[config.mk]
export PLATFORM = sky130hd
export DESIGN_NAME = programmable_diff_delay_line
export DESIGN_NICKNAME = d
export VERILOG_FILES = /design/src/rtl/programmable_diff_delay_line.sv
export SDC_FILE = /design/constraint.sdc
export NUM_CORES = 1
export LEC_CHECK = 0
export ABC_AREA = 1
export BUFFER_PORTS_ARGS = -buffer_cell sky130_fd_sc_hd__clkbuf_2
export CORE_ASPECT_RATIO = 2
export CORE_MARGIN = 4
export CORE_UTILIZATION = 30
export CTS_CLUSTER_DIAMETER = 30
export DETAILED_ROUTE_END_ITERATION = 7
export SLEW_MARGIN = 0
export SYNTH_ARGS = -nofsm -noshare
export SYNTH_HDL_FRONTEND = slang
export SYNTH_SLANG_ARGS = --single-unit
[constraint.sdc]
create_clock -name i_clk -period 6.4 [get_ports i_clk]
set_input_delay 1.28 -clock i_clk [delete_from_list [all_inputs] [get_ports i_clk]]
set_output_delay 1.28 -clock i_clk [all_outputs]
set_load 0.01 [all_outputs]
[src/rtl/programmable_diff_delay_line.sv]
`default_nettype none
// ============================================================================
// Module   : programmable_diff_delay_line
// Purpose  : Multi-lane differential delay line with a delay that can be
//            changed at runtime. Each lane's (in_p, in_n) pair is delayed
//            by o_delay_cur clock cycles (1..MAX_DELAY). A req/ack handshake
//            loads a new delay. The outputs are blanked to the idle
//            differential level (p=0, n=1) while the line refills.
// Options  : `define PAIR_CHECK_EN builds the pair-error checker. This
//            counts cycles where in_p == in_n on any lane and keeps a
//            sticky flag. Without it, err outputs are constant zero.
// Ports    : i_clk        clock, all state updates on posedge
//            i_rst        asynchronous active-high reset
//            i_in_p/n     positive / negative leg, one bit per lane
//            o_out_p/n    delayed legs (idle while o_out_valid=0)
//            o_out_valid  1 = outputs carry delayed data
//            i_delay_req  level request, held until o_delay_ack
//            i_delay_val  requested delay (clamped to 1..MAX_DELAY)
//            o_delay_ack  one-cycle acceptance pulse
//            o_delay_cur  delay currently applied
//            i_err_clr    clears err count/flag
//            o_err_count  saturating pair-error cycle count
//            o_err_flag   sticky pair-error flag
// Revision : 1.0 - initial release
// ============================================================================
module programmable_diff_delay_line #(
    parameter int LANES      = 4,
    parameter int MAX_DELAY  = 16,
    parameter int DELAY_INIT = 5,
    parameter int DW         = $clog2(MAX_DELAY + 1),
    parameter int ERR_W      = 8
) (
    input  logic             i_clk,
    input  logic             i_rst,
    input  logic [LANES-1:0] i_in_p,
    input  logic [LANES-1:0] i_in_n,
    output logic [LANES-1:0] o_out_p,
    output logic [LANES-1:0] o_out_n,
    output logic             o_out_valid,
    input  logic             i_delay_req,
    input  logic [DW-1:0]    i_delay_val,
    output logic             o_delay_ack,
    output logic [DW-1:0]    o_delay_cur,
    input  logic             i_err_clr,
    output logic [ERR_W-1:0] o_err_count,
    output logic             o_err_flag
);

    localparam logic [DW-1:0] C_DELAY_INIT = DW'(DELAY_INIT);
    localparam logic [DW-1:0] C_MAX_DELAY  = DW'(MAX_DELAY);
    localparam logic [DW-1:0] C_ONE        = DW'(1);

    typedef enum logic [1:0] {
        ST_FILL   = 2'd0,
        ST_RUN    = 2'd1,
        ST_SETTLE = 2'd2
    } state_t;

    state_t           r_state;
    state_t           w_state_nxt;
    logic [DW-1:0]    r_settle_cnt;
    logic [DW-1:0]    w_settle_cnt_nxt;
    logic [DW-1:0]    r_delay_cur;
    logic [DW-1:0]    w_delay_cur_nxt;
    logic             w_valid;
    logic             w_ack;
    logic             w_settled;

    logic [LANES-1:0] r_stage_p [MAX_DELAY];
    logic [LANES-1:0] r_stage_n [MAX_DELAY];
    logic [LANES-1:0] w_tap_p;
    logic [LANES-1:0] w_tap_n;
    logic [DW-1:0]    w_tap_idx;

    // Force a requested delay into the legal range 1..MAX_DELAY.
    function automatic logic [DW-1:0] f_clamp(input logic [DW-1:0] val);
        logic [DW-1:0] res;
        res = val;
        if (val == '0) begin
            res = C_ONE;
        end else if (val > C_MAX_DELAY) begin
            res = C_MAX_DELAY;
        end
        return res;
    endfunction

    // ------------------------------------------------------------------
    // Shift chain: free-running in every state. Reset loads the idle
    // differential level so nothing non-idle is ever tapped.
    // ------------------------------------------------------------------
    generate
        for (genvar k = 0; k < MAX_DELAY; k++) begin : g_stage
            if (k == 0) begin : g_head
                always_ff @(posedge i_clk or posedge i_rst) begin
                    if (i_rst) begin
                        r_stage_p[k] <= '0;
                        r_stage_n[k] <= '1;
                    end else begin
                        r_stage_p[k] <= i_in_p;
                        r_stage_n[k] <= i_in_n;
                    end
                end
            end else begin : g_body
                always_ff @(posedge i_clk or posedge i_rst) begin
                    if (i_rst) begin
                        r_stage_p[k] <= '0;
                        r_stage_n[k] <= '1;
                    end else begin
                        r_stage_p[k] <= r_stage_p[k-1];
                        r_stage_n[k] <= r_stage_n[k-1];
                    end
                end
            end
        end
    endgenerate

    // ------------------------------------------------------------------
    // Tap select. stage[d-1] holds the input sampled d edges ago, so the
    // tap gives a latency of exactly d cycles. Built as a compare-and-select
    // so the DW-bit delay never indexes the array directly.
    // ------------------------------------------------------------------
    assign w_tap_idx = r_delay_cur - C_ONE;

    always_comb begin
        w_tap_p = '0;
        w_tap_n = '1;
        for (int k = 0; k < MAX_DELAY; k++) begin
            if (w_tap_idx == DW'(k)) begin
                w_tap_p = r_stage_p[k];
                w_tap_n = r_stage_n[k];
            end
        end
    end

    // ------------------------------------------------------------------
    // Control FSM
    // ------------------------------------------------------------------
    // FILL and SETTLE both wait delay_cur cycles. That is long enough for
    // the whole tapped depth to hold post-reset / post-change input.
    assign w_settled = (r_settle_cnt == (r_delay_cur - C_ONE));

    always_ff @(posedge i_clk or posedge i_rst) begin
        if (i_rst) begin
            r_state      <= ST_FILL;
            r_settle_cnt <= '0;
            r_delay_cur  <= C_DELAY_INIT;
        end else begin
            r_state      <= w_state_nxt;
            r_settle_cnt <= w_settle_cnt_nxt;
            r_delay_cur  <= w_delay_cur_nxt;
        end
    end

    always_comb begin
        w_state_nxt      = r_state;
        w_settle_cnt_nxt = r_settle_cnt;
        w_delay_cur_nxt  = r_delay_cur;
        w_valid          = 1'b0;
        w_ack            = 1'b0;
        case (r_state)
            ST_FILL, ST_SETTLE: begin
                // Requests are not looked at here. The requester keeps
                // holding, and the request is taken in the first RUN cycle.
                if (w_settled) begin
                    w_state_nxt      = ST_RUN;
                    w_settle_cnt_nxt = '0;
                end else begin
                    w_settle_cnt_nxt = r_settle_cnt + C_ONE;
                end
            end
            ST_RUN: begin
                w_valid = 1'b1;
                if (i_delay_req) begin
                    // A same-value request also goes through the full
                    // settle sequence, so software sees uniform behaviour.
                    w_ack            = 1'b1;
                    w_delay_cur_nxt  = f_clamp(i_delay_val);
                    w_settle_cnt_nxt = '0;
                    w_state_nxt      = ST_SETTLE;
                end
            end
            default: begin
                w_state_nxt      = ST_FILL;
                w_settle_cnt_nxt = '0;
            end
        endcase
    end

    assign o_out_valid = w_valid;
    assign o_delay_ack = w_ack;
    assign o_delay_cur = r_delay_cur;
    assign o_out_p     = w_valid ? w_tap_p : '0;
    assign o_out_n     = w_valid ? w_tap_n : '1;

    // ------------------------------------------------------------------
    // Pair-error checker
    // ------------------------------------------------------------------
`ifdef PAIR_CHECK_EN
    logic [ERR_W-1:0] r_err_count;
    logic             r_err_flag;
    logic             w_pair_err;

    // A healthy pair always has complementary legs.
    assign w_pair_err = |(~(i_in_p ^ i_in_n));

    always_ff @(posedge i_clk or posedge i_rst) begin
        if (i_rst) begin
            r_err_count <= '0;
            r_err_flag  <= 1'b0;
        end else if (i_err_clr) begin
            r_err_count <= '0;
            r_err_flag  <= 1'b0;
        end else if (w_pair_err) begin
            r_err_flag <= 1'b1;
            if (r_err_count != '1) begin
                r_err_count <= r_err_count + ERR_W'(1);
            end
        end
    end

    assign o_err_count = r_err_count;
    assign o_err_flag  = r_err_flag;
`else
    logic w_unused_err_clr;

    assign w_unused_err_clr = i_err_clr;
    assign o_err_count      = '0;
    assign o_err_flag       = 1'b0;
`endif

endmodule
`default_nettype wire
# Word level (Yosys, flattened, before mapping)
# Cells that the tools add are included.
[classes]
n_reduce_logical = 6
n_eq_ne = 20
n_addsub = 2
muxes = 45
magnitude_cmp = 1
[op_table]
columns = ["operator", "count"]
rows = [
  ["$mux W4", 34],
  ["$eq A5 B4 Y1 const B", 8],
  ["$eq A5 B3 Y1 const B", 4],
  ["$mux W5", 4],
  ["$eq A5 B2 Y1 const B", 2],
  ["$logic_not A5 Y1", 2],
  ["$pmux W5 S2", 1],
  ["$add A5 B1 Y5 const B", 1],
  ["$eq A5 B1 Y1 const B", 1],
  ["$eq A5 B5 Y1", 1],
  ["$gt A5 B5 Y1 const B", 1],
  ["$sub A5 B1 Y5 const B", 1],
  ["$mux W2", 2],
  ["$ne A2 B2 Y1 const B", 2],
  ["$pmux W2 S2", 1],
  ["$reduce_and A2 Y1", 2],
  ["$mux W1", 3],
  ["$eq A2 B1 Y1 const B", 1],
  ["$eq A2 B2 Y1 const B", 1],
  ["$logic_not A2 Y1", 1],
  ["$reduce_or A2 Y1", 1],
]
[totals]
register_bits = 140
word_cells = 109
in_bits = 17

# Longest topological paths before layout
# Gate-level depths: netlist of the first run.
[logic_depth]
word_depth = 19
depth_mapped = 24
ltp_nobuf = 24

# Worst setup path before layout of the first run
# Ideal clock, no wire load.
[synth_path]
kind = "register to output"
start = "register r_delay_cur[0] (netlist: o_delay_cur[0])"
end = "output o_out_p[3]"
t_required_ns = 5.120
arrival_time_ns = 2.603
stages_incl_launch_ff = 19
setup_slack_ns = 2.517
cell_sequence = "dfstp_2 inv_1 ha_1 xnor2_2 nand3_1 nor2_1 nand2_1 nand3_1 o211ai_1 nand3_1 nand2_1 nand2_1 nand2_1 nand2_1 nand2_1 a21o_1 nand3_1 nand2_1 a21oi_1"
[synth_via]
elab_chain_cells = 19
elab_cells_between_ends = 34
[synth_lines]
columns = ["element", "line", "source"]
rows = [
  ["start, declared", "63", "logic [DW-1:0] r_delay_cur;"],
  ["start signal, assigned", "150", "r_delay_cur <= w_delay_cur_nxt;"],
  ["$sub A5 B1 Y5 (*)", "122", "assign w_tap_idx = r_delay_cur - C_ONE;"],
  ["$logic_not A5 Y1", "128", "if (w_tap_idx == DW'(k)) begin"],
  ["$mux W4 (15 in series)", "128", ""],
  ["$mux W4 (*)", "128", ""],
  ["$mux W4 (*)", "192", "assign o_out_p = w_valid ? w_tap_p : '0;"],
  ["end, declared", "37", "output logic [LANES-1:0] o_out_p,"],
]
# Every way passes the cells marked *; elsewhere a longest branch is shown, timed or not.

# Final worst setup path of the first run
[layout_path]
start = "register r_delay_cur[0] (netlist: o_delay_cur[0])"
end = "output o_out_n[2]"
[layout_via]
elab_chain_cells = 19
elab_cells_between_ends = 34
[layout_lines]
columns = ["element", "line", "source"]
rows = [
  ["$sub A5 B1 Y5 (*)", "122", ""],
  ["$logic_not A5 Y1", "128", ""],
  ["$mux W4 (15 in series)", "128", ""],
  ["$mux W4 (*)", "128", ""],
  ["$mux W4 (*)", "193", "assign o_out_n = w_valid ? w_tap_n : '1;"],
  ["end, declared", "38", "output logic [LANES-1:0] o_out_n,"],
]
# Marks and branches as above.

==> results.toml, run 1 <==
[run_status]
status = "finished, final reports clean"

[die]
io-pin-count = 41
start_util = 0.305
rows = 70
dieArea_mm2 = 0.0209
core_mm2 = 0.0182
die_h_um = 201
die_w_um = 104

[power_and_ir_drop]
peakVddDrop_mv = 0.156
power_mw = 2.78
leakage_nw = 3.00
pwr_density_cell_mw_per_mm2 = 427

[layout]
layout-drive-gt1-share = 0.283
final_area_mm2 = 0.00651
multiInputGateArea_mm2 = 0.00170
syn2layout_area_growth_pct = 17.0
area.sequential_mm2 = 0.00359
diodes = 0
final_util = 0.357
nets = 614
instances_no_fill = 820
nFillCells = 1858

[worst_setup_path]
crit_required_ps = 5120
reg2reg_to = "o_delay_cur[1]$_DFFE_PP0P_"
worstPathCellList = "inv_1 > ha_1 > xnor2_2 > nand3_1 > inv_1 > nand2_2 > inv_2 > a21oi_1 > o21ai_1 > nand3_1 > nand2_1 > nand2_1 > nand2_1 > nand3_1 > nand2_1 > nand3_1 > nand3_1 > nand3_1 > nand2_1 > nand2_1 > nand2_1 > clkbuf_2"
critPathMaxStageDelay_ps = 580
regToRegSetupSlack_ps = 3670
slowest_stage = "dfstp_2"
rr_worst_depth = 15
crit_path_max_fanout = 10
cp_top_family = "simple AND/OR/NAND/NOR gates"
start_kind = "register"
r2r-start = "o_delay_cur[0]$_DFFE_PP1P_"
crit_type = "register to primary output"
worst-path-buf-inv = 4
cp_common_cell = "nand2_1"
arrival_ps = 3660
cp-end-kind = "primary output"

[place]
dpl-instance-area_mm2 = 0.00594
dpl.hpwl_mm = 7.44
io_buffers = 30
dp_slack_ps = 1760
dp_cells = 788
gp_congestion = 0.752

[logic_synthesis]
synth_simple_gate_area_share = 0.215
ys_seq_area_frac = 0.645
synth_top_family_by_area = "simple AND/OR/NAND/NOR gates"
async_flop_share = 1.00
synth_cell_types = 41
syn_inst = 546
ys_top_cells_by_area = "dfrtp_1 (33%), dfstp_2 (31%), nand2_1 (8.4%)"
yosysMostFrequentCell = "nand2_1"
yosysTopAreaCell = "dfrtp_1"
syn_area_mm2 = 0.00556
ys_ff_latch = 140
yosys-top-cells-count = "nand2_1 (125), dfrtp_1 (74), dfstp_2 (66), nor2_1 (57), nand3_1 (42)"
syn_area_per_cell_um2 = 10.2
yosys.area_share.xor_xnor = 0.00923
ys.flop_type = "dfrtp_1"
synth_compound_area_frac = 0.0623
synth_top_area_share = 0.333
yosys_warnings = 0
synth-adder-area-share = 0.0135
synth.mux.area_fraction = 0
synth_edf_count = 0

[clock_tree]
postCtsResizedCells = 0
clock-sinks = 140
cts_root_buf = "clkbuf_16"
clkLatencyLatePin_ps = 410
postCtsSetupBuffers = 0
htree_levels = 4
cts_tree = "built"
cts_hold_buf = 0
numCtsBuffers = 17
clock_path_buffers = 2
clk_pin_slew_ps = 60

[grt]
gr-usage-met2 = 0.204
top_usage_layer = "met2"
groute.usage.overall = 0.108
grt_pass1_vias = 3830
antenna_found_initial = 0
grt-ovfl-total = 0
grt_pass1_wl_mm = 18.2
grt_max_degree = 91
use_met1 = 0.111
grtUsageMet3 = 0.0277

[routing]
routedWlPerCell_um = 12.5
drt_iter0_drc = 136
first_pass_iters = 4
final_antenna_net_count = 0
drc = 0
dr_total_vias = 3517
finalWirelength_mm = 10.3
viasPerCell = 4.29

[min_path]
hold_start = "r_stage_n[20]$_DFF_PP1_"
min_path_type = "register to register"
whs_path_depth = 0
holdPathEnd = "r_stage_n[16]$_DFF_PP1_"

[sta]
fin_skew_ps = 11.0
rsz0062_at_grt = "no"
min_period_over_period = 0.772
setup_violations = 0
fin_crit_ps = 4940
tns_ps = 0
slew_violations = 0
relSlewSlack = 0.460
setup_ws_ps = 1460
whs_ps = 358
fmax_ghz = 0.202
worst_pin_slew_ps = 810
hold_violations = 0

[flow_run]
drv_cap = 0
## routing by layer
metal,part of all wire,vias to the layer above
li1,-,1814
met5,0,-
met1,0.39,1654
met2,0.57,38
met4,0.015,0
met3,0.026,11
## cells in the final DEF (no fill, tap or decap), types with 4 or more instances in the layout
cell type / netlist / layout
nor2_2: 4 / 4
xor2_1: 4 / 4
clkbuf_2: 0 / 30
nand3_1: 42 / 42
nand2_1: 125 / 125
inv_6: 0 / 5
inv_2: 10 / 10
dfstp_2: 66 / 66
ha_1: 6 / 6
dfrtp_1: 74 / 74
conb_1: 1 / 9
clkbuf_16: 0 / 18
a21oi_1: 40 / 40
or2_2: 11 / 11
nor3_1: 6 / 6
nor2_1: 57 / 57
inv_1: 41 / 40
o21ai_0: 8 / 8
## area by class of cell
| class | instances | area share |
|---|---|---|
| Timing Repair Buffer | 33 | 0.0265 |
| Tap cell | 216 | 0.0415 |
| Sequential cell | 140 | 0.551 |
| Clock inverter | 12 | 0.0156 |
| Clock buffer | 20 | 0.0719 |
| Multi-Input combinational cell | 346 | 0.262 |
| Inverter | 53 | 0.0313 |
## flip-flops by register name, indices dropped and copies added, names as in the netlist
register      cells
r_stage_n        64
r_stage_p        64
r_state           2
o_delay_cur       5
r_settle_cnt      5
## how the worst max path moves through the flow
stage,start,endpoint,slack (ps),depth (start not counted)
after global placement,o_delay_cur[0]$_DFFE_PP1P_,o_out_p[2],1780,20
after CTS,o_delay_cur[0]$_DFFE_PP1P_,o_out_p[2],1310,20
after floorplan,i_rst,o_delay_cur[1]$_DFFE_PP0P_,1480,1
final,o_delay_cur[0]$_DFFE_PP1P_,o_out_n[2],1460,22
after global routing,o_delay_cur[0]$_DFFE_PP1P_,o_out_p[2],1010,20
after detailed placement,o_delay_cur[0]$_DFFE_PP1P_,o_out_p[2],1760,20
## kinds of logic (layout without fill, tap and decap cells)
group / Yosys count / in the layout
adder cells (fa/ha/maj): 6 / 6
flip-flops: 140 / 140
buffers and inverters: 68 / 118
AO/OA/AOI/OAI: 62 / 62
AND/OR/NAND/NOR: 264 / 264
other: 1 / 9
XOR/XNOR: 5 / 5
## report_power, final
part           internal, mW  switching, mW  total, mW
registers             0.986         0.0689       1.06
clock network         0.540          0.388      0.928
logic                 0.277          0.518      0.795
total                  1.80          0.975       2.78
Power figures use the tool's default switching activity.
==> run 2, diff against run 1 <==
Clock period 6.4 ns to 4.24 ns, I/O delays scaled along.
==> run 2 against run 1 <==
  * Highest routed layer unchanged
  * Critical path depth decreased by 1
  * Worst setup slack got worse by 1100 ps
  * Final cell count increased by 2.3%
  * Critical endpoint is now o_out_p[2]
  * Sequential share of layout area decreased by 1.9 points
  * Cell area increased by 3.6%
==> results.toml, run 2 (synthesis results as in run 1) <==
[sta]
fin_skew_ps = 6.11
setup_ws_ps = 320
fmax_ghz = 0.255
fin_crit_ps = 3920
min_period_over_period = 0.925
tns_ps = 0
whs_ps = 361
slew_violations = 0
relSlewSlack = 0.489
hold_violations = 0
setup_violations = 0
worst_pin_slew_ps = 766

[power_and_ir_drop]
swShare = 0.351
leakage_nw = 3.11
power.switching_mw = 1.55
pwr_density_cell_mw_per_mm2 = 655
power_mw = 4.42
peakVddDrop_mv = 0.217
pwr-share-clk = 0.328
combPwrFrac = 0.311
internal_power_mw = 2.87
seq_power_share = 0.360

[clock_tree]
clock-sinks = 140
clkLatencyLatePin_ps = 410
numCtsBuffers = 17
clk_pin_slew_ps = 60
cts_tree = "built"
cts_hold_buf = 0
cts_root_buf = "clkbuf_16"
clock_path_buffers = 2
htree_levels = 4

[grt]
grt_pass1_vias = 3715
antenna_found_initial = 0
grt_max_degree = 141
groute.usage.overall = 0.106
grt_pass1_wl_mm = 17.7
grt-ovfl-total = 0

[routing]
finalWirelength_mm = 10.4
drc = 0
final_antenna_net_count = 0
drt_iter0_drc = 159
routedWlPerCell_um = 12.4
first_pass_iters = 4
viasPerCell = 4.26
dr_total_vias = 3571

[layout]
diodes = 0
syn2layout_area_growth_pct = 21.3
final_area_mm2 = 0.00674
final_util = 0.370
layout-drive-gt1-share = 0.319
multiInputGateArea_mm2 = 0.00176
final_cell_mix = "nand2_1 (125), dfrtp_1 (73), dfstp_2 (66)"
nFillCells = 1815
final_common_cell = "nand2_1"
instances_no_fill = 839
area.sequential_mm2 = 0.00359
nets = 633
largest_registers = "r_stage_n x64, r_stage_p x64"

[die]
dieArea_mm2 = 0.0209
start_util = 0.305
die_h_um = 201
rows = 70
io-pin-count = 41
die_w_um = 104
core_mm2 = 0.0182

[place]
dpl-instance-area_mm2 = 0.00606
dpl.hpwl_mm = 7.34
io_buffers = 30
gp_congestion = 0.733
dp_slack_ps = 480
dp_cells = 803

[worst_setup_path]
worstPathCellList = "inv_1 > ha_4 > xnor2_4 > buf_4 > inv_2 > nand2_2 > nor2_1 > buf_4 > nand2_1 > nand3_1 > nand2_1 > nand2_1 > nand2_1 > nand3_1 > nand2_1 > nand3_1 > o211ai_1 > nand3_1 > nand2_1 > a21oi_1 > clkbuf_2"
start_kind = "register"
arrival_ps = 3070
crit_path_max_fanout = 8
regToRegSetupSlack_ps = 1660
crit_required_ps = 3390
cp-end-kind = "primary output"
slowest_stage = "dfstp_2"
crit_type = "register to primary output"
critPathMaxStageDelay_ps = 540
cp_common_cell = "nand2_1"

[min_path]
min_path_type = "register to register"

[flow_run]
drv_cap = 0

[run_status]
status = "finished, final reports clean"
## run 2: cell count changes in the layout (fill, tap and decap cells not counted), sizes merged
cell and delta:
clkinvlp +2, clkinv -3, bufinv +1, clkbuf -2, buf +19, inv +2
## run 2: power groups by stage
stage	registers, mW	clock network, mW	logic, mW
after floorplan	1.60	0	0.940
after global placement	1.61	0	1.26
after detailed placement	1.61	0	1.27
after CTS	1.59	1.49	1.28
after global routing	1.61	1.56	1.58
final	1.59	1.45	1.37
## run 2: path summary, 6_finish.rpt
check | start | end | depth (start not counted)
worst min-delay path | r_stage_n[22]$_DFF_PP1_ | r_stage_n[18]$_DFF_PP1_ | 0
worst max register to register | o_delay_cur[0]$_DFFE_PP1P_ | o_delay_cur[1]$_DFFE_PP0P_ | 15
max in group asynchronous | i_rst | r_stage_p[59]$_DFF_PP0_ | 3
worst min register to register | r_stage_n[22]$_DFF_PP1_ | r_stage_n[18]$_DFF_PP1_ | 0
worst max-delay path | o_delay_cur[0]$_DFFE_PP1P_ | o_out_p[2] | 21
min in group asynchronous | i_rst | o_delay_cur[4]$_DFFE_PP0P_ | 3
## run 2: metal layers
| layer | share of wire | global-route usage | vias to the layer above |
|---|---|---|---|
| met5 | 0 | 0 | - |
| met4 | 0.018 | 0.0428 | 0 |
| met3 | 0.024 | 0.0299 | 14 |
| met2 | 0.56 | 0.198 | 43 |
| met1 | 0.39 | 0.109 | 1661 |
| li1 | - | - | 1853 |
## run 2: final cells by class
class / count / area share
Clock buffer: 18 / 0.0651
Clock inverter: 14 / 0.0217
Inverter: 53 / 0.0310
Multi-Input combinational cell: 346 / 0.261
Sequential cell: 140 / 0.532
Tap cell: 216 / 0.0401
Timing Repair Buffer: 52 / 0.0486
## run 2: critical path, delay by kind of cell, from the launching register on
| kind | cells | cell delay (ps) |
|---|---|---|
| simple gates | 12 | 940 |
| buf+inv | 5 | 620 |
| flops | 1 | 540 |
| compound gates | 2 | 230 |
| fa+ha+maj | 1 | 190 |
| xor+xnor | 1 | 140 |
## run 2: timing repair
| item | 4_1_cts | 5_1_grt |
|---|---|---|
| resized for setup | 0 | 15 |
| setup buffers | 0 | 4 |
| setup endpoints to repair | 0 | 8 |
